--- config.mk ---
export PLATFORM = sky130hd
export DESIGN_NAME = imem_boot_loader
export DESIGN_NICKNAME = d
export VERILOG_FILES = /design/src/rtl/riscv_pkg.sv /design/src/rtl/imem_boot_loader.sv
export SDC_FILE = /design/constraint.sdc
export NUM_CORES = 1
export LEC_CHECK = 0
export BUFFER_PORTS_ARGS = -buffer_cell sky130_fd_sc_hd__buf_2
export CORE_MARGIN = 2
export CORE_UTILIZATION = 49
export DETAILED_ROUTE_END_ITERATION = 10
export GPL_TIMING_DRIVEN = 0
export PLACE_DENSITY = 0.86
export SLEW_MARGIN = 30
export SYNTH_ARGS = -nofsm -noshare
export SYNTH_HDL_FRONTEND = slang
export SYNTH_SLANG_ARGS = --single-unit
--- constraint.sdc ---
create_clock -name clk -period 2 [get_ports clk]
set_input_delay 0.6 -clock clk [delete_from_list [all_inputs] [get_ports clk]]
set_output_delay 0.6 -clock clk [all_outputs]
set_load 0.005 [all_outputs]
--- src/rtl/riscv_pkg.sv ---
// riscv_pkg: shared core constants and the boot-loader state encoding.
package riscv_pkg;
  localparam int XLEN = 32;
  typedef enum logic [2:0] {
    IDLE = 3'd0,
    LOAD = 3'd1,
    HOLD = 3'd2,
    RUN  = 3'd3,
    ERR  = 3'd4
  } boot_state_e;
endpackage

--- src/rtl/imem_boot_loader.sv ---
// imem_boot_loader: streams a program image into instruction memory and holds the core in reset until loaded.
module imem_boot_loader
  import riscv_pkg::*;
#(
  parameter int DEPTH       = 64,
  parameter int ADDR_WIDTH  = 8,
  parameter int RELEASE_DLY = 4
) (
  input  logic                  clk,
  input  logic                  rst,
  input  logic                  start,
  input  logic                  abort,
  input  logic                  s_valid,
  input  logic [XLEN-1:0]       s_data,
  input  logic                  s_last,
  output logic                  s_ready,
  output logic                  mem_we,
  output logic [ADDR_WIDTH-1:0] mem_addr,
  output logic [XLEN-1:0]       mem_wdata,
  output logic                  core_rst_n,
  output logic                  load_done,
  output logic                  err_overflow,
  output logic [ADDR_WIDTH-2:0] word_count
);
  localparam int IW = ADDR_WIDTH - 2;
  localparam int WW = ADDR_WIDTH - 1;
  localparam int CW = $clog2(RELEASE_DLY + 1);
  boot_state_e state, nxt;
  logic [IW-1:0] idx;
  logic [CW-1:0] cnt;
  logic hs, last_slot, clr;
  assign s_ready    = state == LOAD;
  assign hs         = s_valid & s_ready & ~abort;
  assign last_slot  = idx == IW'(DEPTH - 1);
  assign clr        = abort | (state == IDLE & start);
  assign core_rst_n = state == RUN;
  assign load_done  = state == RUN;
  always_comb begin
    nxt = abort                                  ? IDLE :
          state == IDLE && start                 ? LOAD :
          hs && s_last                           ? HOLD :
          hs && last_slot                        ? ERR  :
          state == HOLD && cnt == CW'(RELEASE_DLY) ? RUN  : state;
  end
  always_ff @(posedge clk or negedge rst) begin
    if (!rst) state <= IDLE;
    else      state <= nxt;
  end
  // write port is a one-cycle-late copy of the accepted handshake
  always_ff @(posedge clk or negedge rst) begin
    if (!rst) begin
      mem_we       <= 1'b0;
      mem_addr     <= '0;
      mem_wdata    <= '0;
      idx          <= '0;
      word_count   <= '0;
      cnt          <= '0;
      err_overflow <= 1'b0;
    end else begin
      mem_we       <= hs;
      mem_addr     <= hs ? {idx, 2'b00} : mem_addr;
      mem_wdata    <= hs ? s_data : mem_wdata;
      cnt          <= (state == HOLD && nxt == HOLD) ? cnt + CW'(1) : '0;
      err_overflow <= abort ? 1'b0 : (state == LOAD && nxt == ERR) ? 1'b1 : err_overflow;
      if (clr) begin
        idx        <= '0;
        word_count <= '0;
      end else if (hs) begin
        idx        <= last_slot ? idx : idx + IW'(1);
        word_count <= word_count == WW'(DEPTH) ? word_count : word_count + WW'(1);
      end
    end
  end
endmodule
# ---- After elaboration in Yosys (flattened, before gate mapping)
# Cells that the tools add are included.
dict set report classes {
  n_addsub 3
  mux 14
  div_mod_pow 0
  n_shift 0
  bitwise_logic 5
  n_eq_ne 10
  n_reduce_logical 11
  multipliers 0
  n_lt_le_gt_ge 0
}
# op n
set op_table {}
lappend op_table {{2-to-1 mux 7 bit} 3}
lappend op_table {{2-to-1 mux 3 bit} 6}
lappend op_table {{2-to-1 mux 6 bit} 3}
lappend op_table {{== test 3 x 2 -> 1 bit (second input constant)} 3}
lappend op_table {{adder 7 x 1 -> 7 bit (second input constant)} 1}
lappend op_table {{== test 7 bit (second input constant)} 1}
lappend op_table {{adder 6 x 1 -> 6 bit (second input constant)} 1}
lappend op_table {{== test 3 bit (second input constant)} 2}
lappend op_table {{== test 6 bit (second input constant)} 1}
lappend op_table {{logical AND 1 bit} 6}
lappend op_table {{AND reduction 2 bit} 2}
lappend op_table {{nonzero test 2 bit} 2}
lappend op_table {{adder 3 x 1 -> 3 bit (second input constant)} 1}
lappend op_table {{bitwise AND 1 bit} 3}
lappend op_table {{== test 3 x 1 -> 1 bit (second input constant)} 1}
lappend op_table {{logical NOT 3 bit} 1}
lappend op_table {{2-to-1 mux 1 bit} 2}
lappend op_table {{!= test 2 x 1 -> 1 bit (second input constant)} 1}
lappend op_table {{!= test 2 bit (second input constant)} 1}
lappend op_table {{inverter 1 bit} 1}
lappend op_table {{OR 1 bit} 1}
dict set report word_totals {
  out_inout_bits 52
  n_memories 0
  wordCells 51
  register_bits 59
  rom_bits 0
  input_bits 38
  mem_bits_rw 0
  latch_bits 0
}

# ---- Longest topological paths before layout
dict set report logic_depth {
  ltp_word 12
  ltp_mapped 7
  mapped_depth_nobuf 6
}

# ---- Least setup slack after synthesis
# Ideal clock, no wire load.
dict set report synth_path {
  kind {flip-flop to flip-flop}
  startpoint {register word_count[0]}
  endpoint {register word_count[5]}
  slack_ps 234
  arrival_ps 1636
  stages_incl_launch_ff 7
  n_path_buf 0
  synth_period_minus_slack_ps 1766
  required_time_ps 1870
  cell_sequence {dfrtp_1 -> inv_1 -> ha_1 -> or4b_2 -> o211ai_2 -> or3_1 -> a21oi_1}
}
dict set report synth_via {
  elab_chain_cells 4
  elab_cells_between_ends 7
}
# element line_no
set synth_lines {}
lappend synth_lines {{start, declared} imem_boot_loader.sv:23} ;# output logic [ADDR_WIDTH-2:0] word_count
lappend synth_lines {{start signal, assigned} imem_boot_loader.sv:70} ;# word_count <= word_count == WW'(DEPTH) ? word_count : word_count + WW'(1);
lappend synth_lines {{adder 7 x 1 -> 7 bit} imem_boot_loader.sv:70}
lappend synth_lines {{2-to-1 mux 7 bit} imem_boot_loader.sv:70}
lappend synth_lines {{2-to-1 mux 7 bit} imem_boot_loader.sv:68} ;# end else if (hs) begin
lappend synth_lines {{2-to-1 mux 7 bit} imem_boot_loader.sv:65} ;# if (clr) begin
# Parallel ways exist; a longest one is shown, timed or not. The select of a mux whose other input is x is not followed.
# A chain may end at the register's enable or synchronous reset.

# ---- Worst setup path after layout
dict set report layout_path {
  startpoint {register state[1]}
  endpoint {output s_ready}
}
dict set report layout_via {
  elab_chain_cells 1
}
# element line_no
set layout_lines {}
lappend layout_lines {{start, declared} imem_boot_loader.sv:28} ;# boot_state_e state, nxt;
lappend layout_lines {{start signal, assigned} imem_boot_loader.sv:47} ;# else state <= nxt;
lappend layout_lines {{== test 3 x 1 -> 1 bit} imem_boot_loader.sv:32} ;# assign s_ready = state == LOAD;
lappend layout_lines {{end, declared} imem_boot_loader.sv:16} ;# output logic s_ready,
# Every way passes these cells.

==> impl_metrics.yaml <==
pwr:
  p_leak_nw: 1.82
  irDropWorstVdd_v: 0.000448
  power.density_nw_per_um2: 870
  power_w: 0.00286
clocking:
  cts.sinks: 59
  htree_levels: 3
  clk_pin_slew_ns: 0.06
  clock_latency_ns: 0.33
  cts_buffers: 9
  clockRootBuffer: "clkbuf_8"
  clockBufferDepth: 2
  cts_tree: "done"
cells_and_area:
  area_growth_pct: 29.2
  layout_common_cells: "126 x nand2_1, 88 x buf_2, 57 x dfrtp_1, 11 x clkbuf_8, 9 x clkbuf_1"
  nNetsFinal: 423
  utilization_pct: 65.2
  seq_area_um2: 1480
  multi_input_area_um2: 975
  layout_commonest_cell: "nand2_1"
  stdcell_area_um2: 3290
  layout.cells.non_filler: 455
  diodes: 0
  layout-drive-gt1-share_pct: 30.6
  num-fill-cells: 424
place:
  place_inst: 435
  placed_cell_area_um2: 3070
  gp_routability_congestion: 0.830
  place_hpwl_um: 3890
  io_buffer_count: 87
timing:
  min_period_ns: 1.95
  max_freq_mhz: 512
  slew-limit-headroom_pct: 52.0
  rsz0062_at_grt: "no"
  finClkSkew_ns: 0.00554
  period_share_pct: 97.6
  maxSlewViolCount: 0
  tightestPinTransition_ns: 0.720
  hold_violations: 0
  setup_violations: 0
yosys:
  ys_warn_count: 0
  synth_seq_cells: 59
  netlist_area_um2: 2540
  synth-async-reset-ratio_pct: 100
  ys.flop_type: "dfrtp_1"
  syn_inst: 277
  synth-edff-count: 0
  yosysUniqueCellTypes: 44
  syn_area_per_cell_um2: 9.18
  ys_seq_area_share_pct: 58.0
global_routing:
  grt_pass1_wl_um: 9730
  grt_use_total_pct: 21.2
  antenna_found_initial: 0
  grt_max_degree: 60
  grt_pass1_vias: 2215
  overflow: 0
worst_setup_path:
  cp_data_required_time_ns: 1.40
  cp_max_fo: 5
  cp-start-kind: "flop"
  worst_setup_path_end_kind: "output pin"
  slowest_stage: "or3b_4"
  critPathMaxStageDelay_ns: 0.43
  cp.arrival_ns: 1.35
  crit_path_cell_trace: "or3b_4, clkinv_4, buf_2"
  worstSetupPathType: "reg2out"
route:
  wirelength_um: 5500
  dr_total_vias: 2206
  drt.antenna.violating_nets: 0
  drc: 0
  drtIter0Drc: 143
  wire_per_inst_um: 12.1
  viasPerCell: 4.85
  drt-pass1-iter-count: 4
worst_hold_path:
  hp-class: "in2async"
floorplan:
  die_h_um: 76.1
  die-width_um: 76.1
  core.rowCount: 26
  die_area_um2: 5780
  io_pins: 90
  start_util_pct: 50.4
  coreArea_um2: 5040
outcome:
  status: "completed"
flow_run:
  maxCapViolCount: 0
[Yosys cell counts (3+ instances only)]
| master | count | area, um2 |
|---|---|---|
| o21ai_0 | 4 | 20.0 |
| nand2_1 | 126 | 473 |
| buf_4 | 3 | 22.5 |
| ha_1 | 5 | 62.6 |
| nor2_1 | 7 | 26.3 |
| o31ai_1 | 3 | 22.5 |
| mux2i_1 | 3 | 30.0 |
| inv_1 | 8 | 30.0 |
| dfrtp_1 | 59 | 1480 |
| a21oi_1 | 6 | 30.0 |
| clkbuf_1 | 6 | 22.5 |
| nand3_1 | 8 | 40.0 |
[path summary, 6_finish.rpt]
| check | startpoint | endpoint | slack, ns | depth (start not counted) |
|---|---|---|---|---|
| min | rst | state[0] | 0.31 | 1 |
| max reg2reg | word_count[1] | word_count[1] | 0.12 | 6 |
| max | state[1] | s_ready | 0.05 | 3 |
| max in group asynchronous | rst | word_count[1] | 1.14 | 1 |
| min reg2reg | mem_wdata[1] | mem_wdata[1] | 0.47 | 2 |
| min in group clk | s_data[18] | mem_wdata[18] | 0.46 | 3 |
[critical path: cells and delay by family, from the launching register on]
| kind | cells | cell delay (ns) |
|---|---|---|
| buf+inv | 2 | 0.19 |
| simple gates | 1 | 0.43 |
| flops | 1 | 0.41 |
[kinds of logic (layout without fill, tap and decap cells)]
family / count (synthesis) / in the layout / share of synthesized area (%)
xor+xnor: 2 / 2 / 0.689
compound gates: 25 / 25 / 6.89
buf+inv: 23 / 130 / 4.13
mux: 3 / 3 / 1.18
fa+ha+maj: 5 / 5 / 2.46
other cells: 1 / 2 / 0.147
flops: 59 / 59 / 58.0
simple gates: 159 / 159 / 26.5
[per-stage QoR]
stage                     setup WS (ns)  hold slack [ns]  setup TNS [ns]
after detailed placement        -0.0928            0.458          -0.118
after CTS                        0.0223            0.347               0
final                            0.0484            0.314               0
after global placement          -0.0433            0.452         -0.0522
after global routing            0.00797            0.389               0
after floorplan                   0.234            0.304               0
[report_power, final]
group          switching [W]  internal, W  total [W]
registers          0.0000897      0.00136    0.00145
logic               0.000243     0.000224   0.000467
clock network       0.000427     0.000514   0.000941
[layer usage]
metal	up-vias	GRT usage [%]	share of wire (%)
met5	-	0	0
met1	1030	26.1	44
met3	8	4.62	5.4
li1	1095	-	-
met4	0	11.6	2.0
met2	73	35.0	49
[flip-flops by register name, summed over array words and instances (netlist names)]
signal / count
mem_we: 1
cnt: 3
state: 3
mem_addr: 6
mem_wdata: 32
word_count: 7
idx: 6
err_overflow: 1
[what timing repair did]
action,4_1_cts,5_1_grt
endpoints found under the setup margin,0,5
buffers inserted,0,4
hold buffers,0,0
resized for setup,0,4
[layout make-up]
| class | count | share of cell area, % |
|---|---|---|
| plain buffers | 13 | 1.90 |
| clock buffers | 14 | 4.95 |
| clock inverters | 2 | 0.305 |
| inverters | 10 | 1.29 |
| multi-input cells | 196 | 29.7 |
| flip-flops and latches | 59 | 45.0 |
| well taps | 70 | 2.66 |
| repair buffers | 91 | 14.2 |
(Power assumes the default switching activity.)
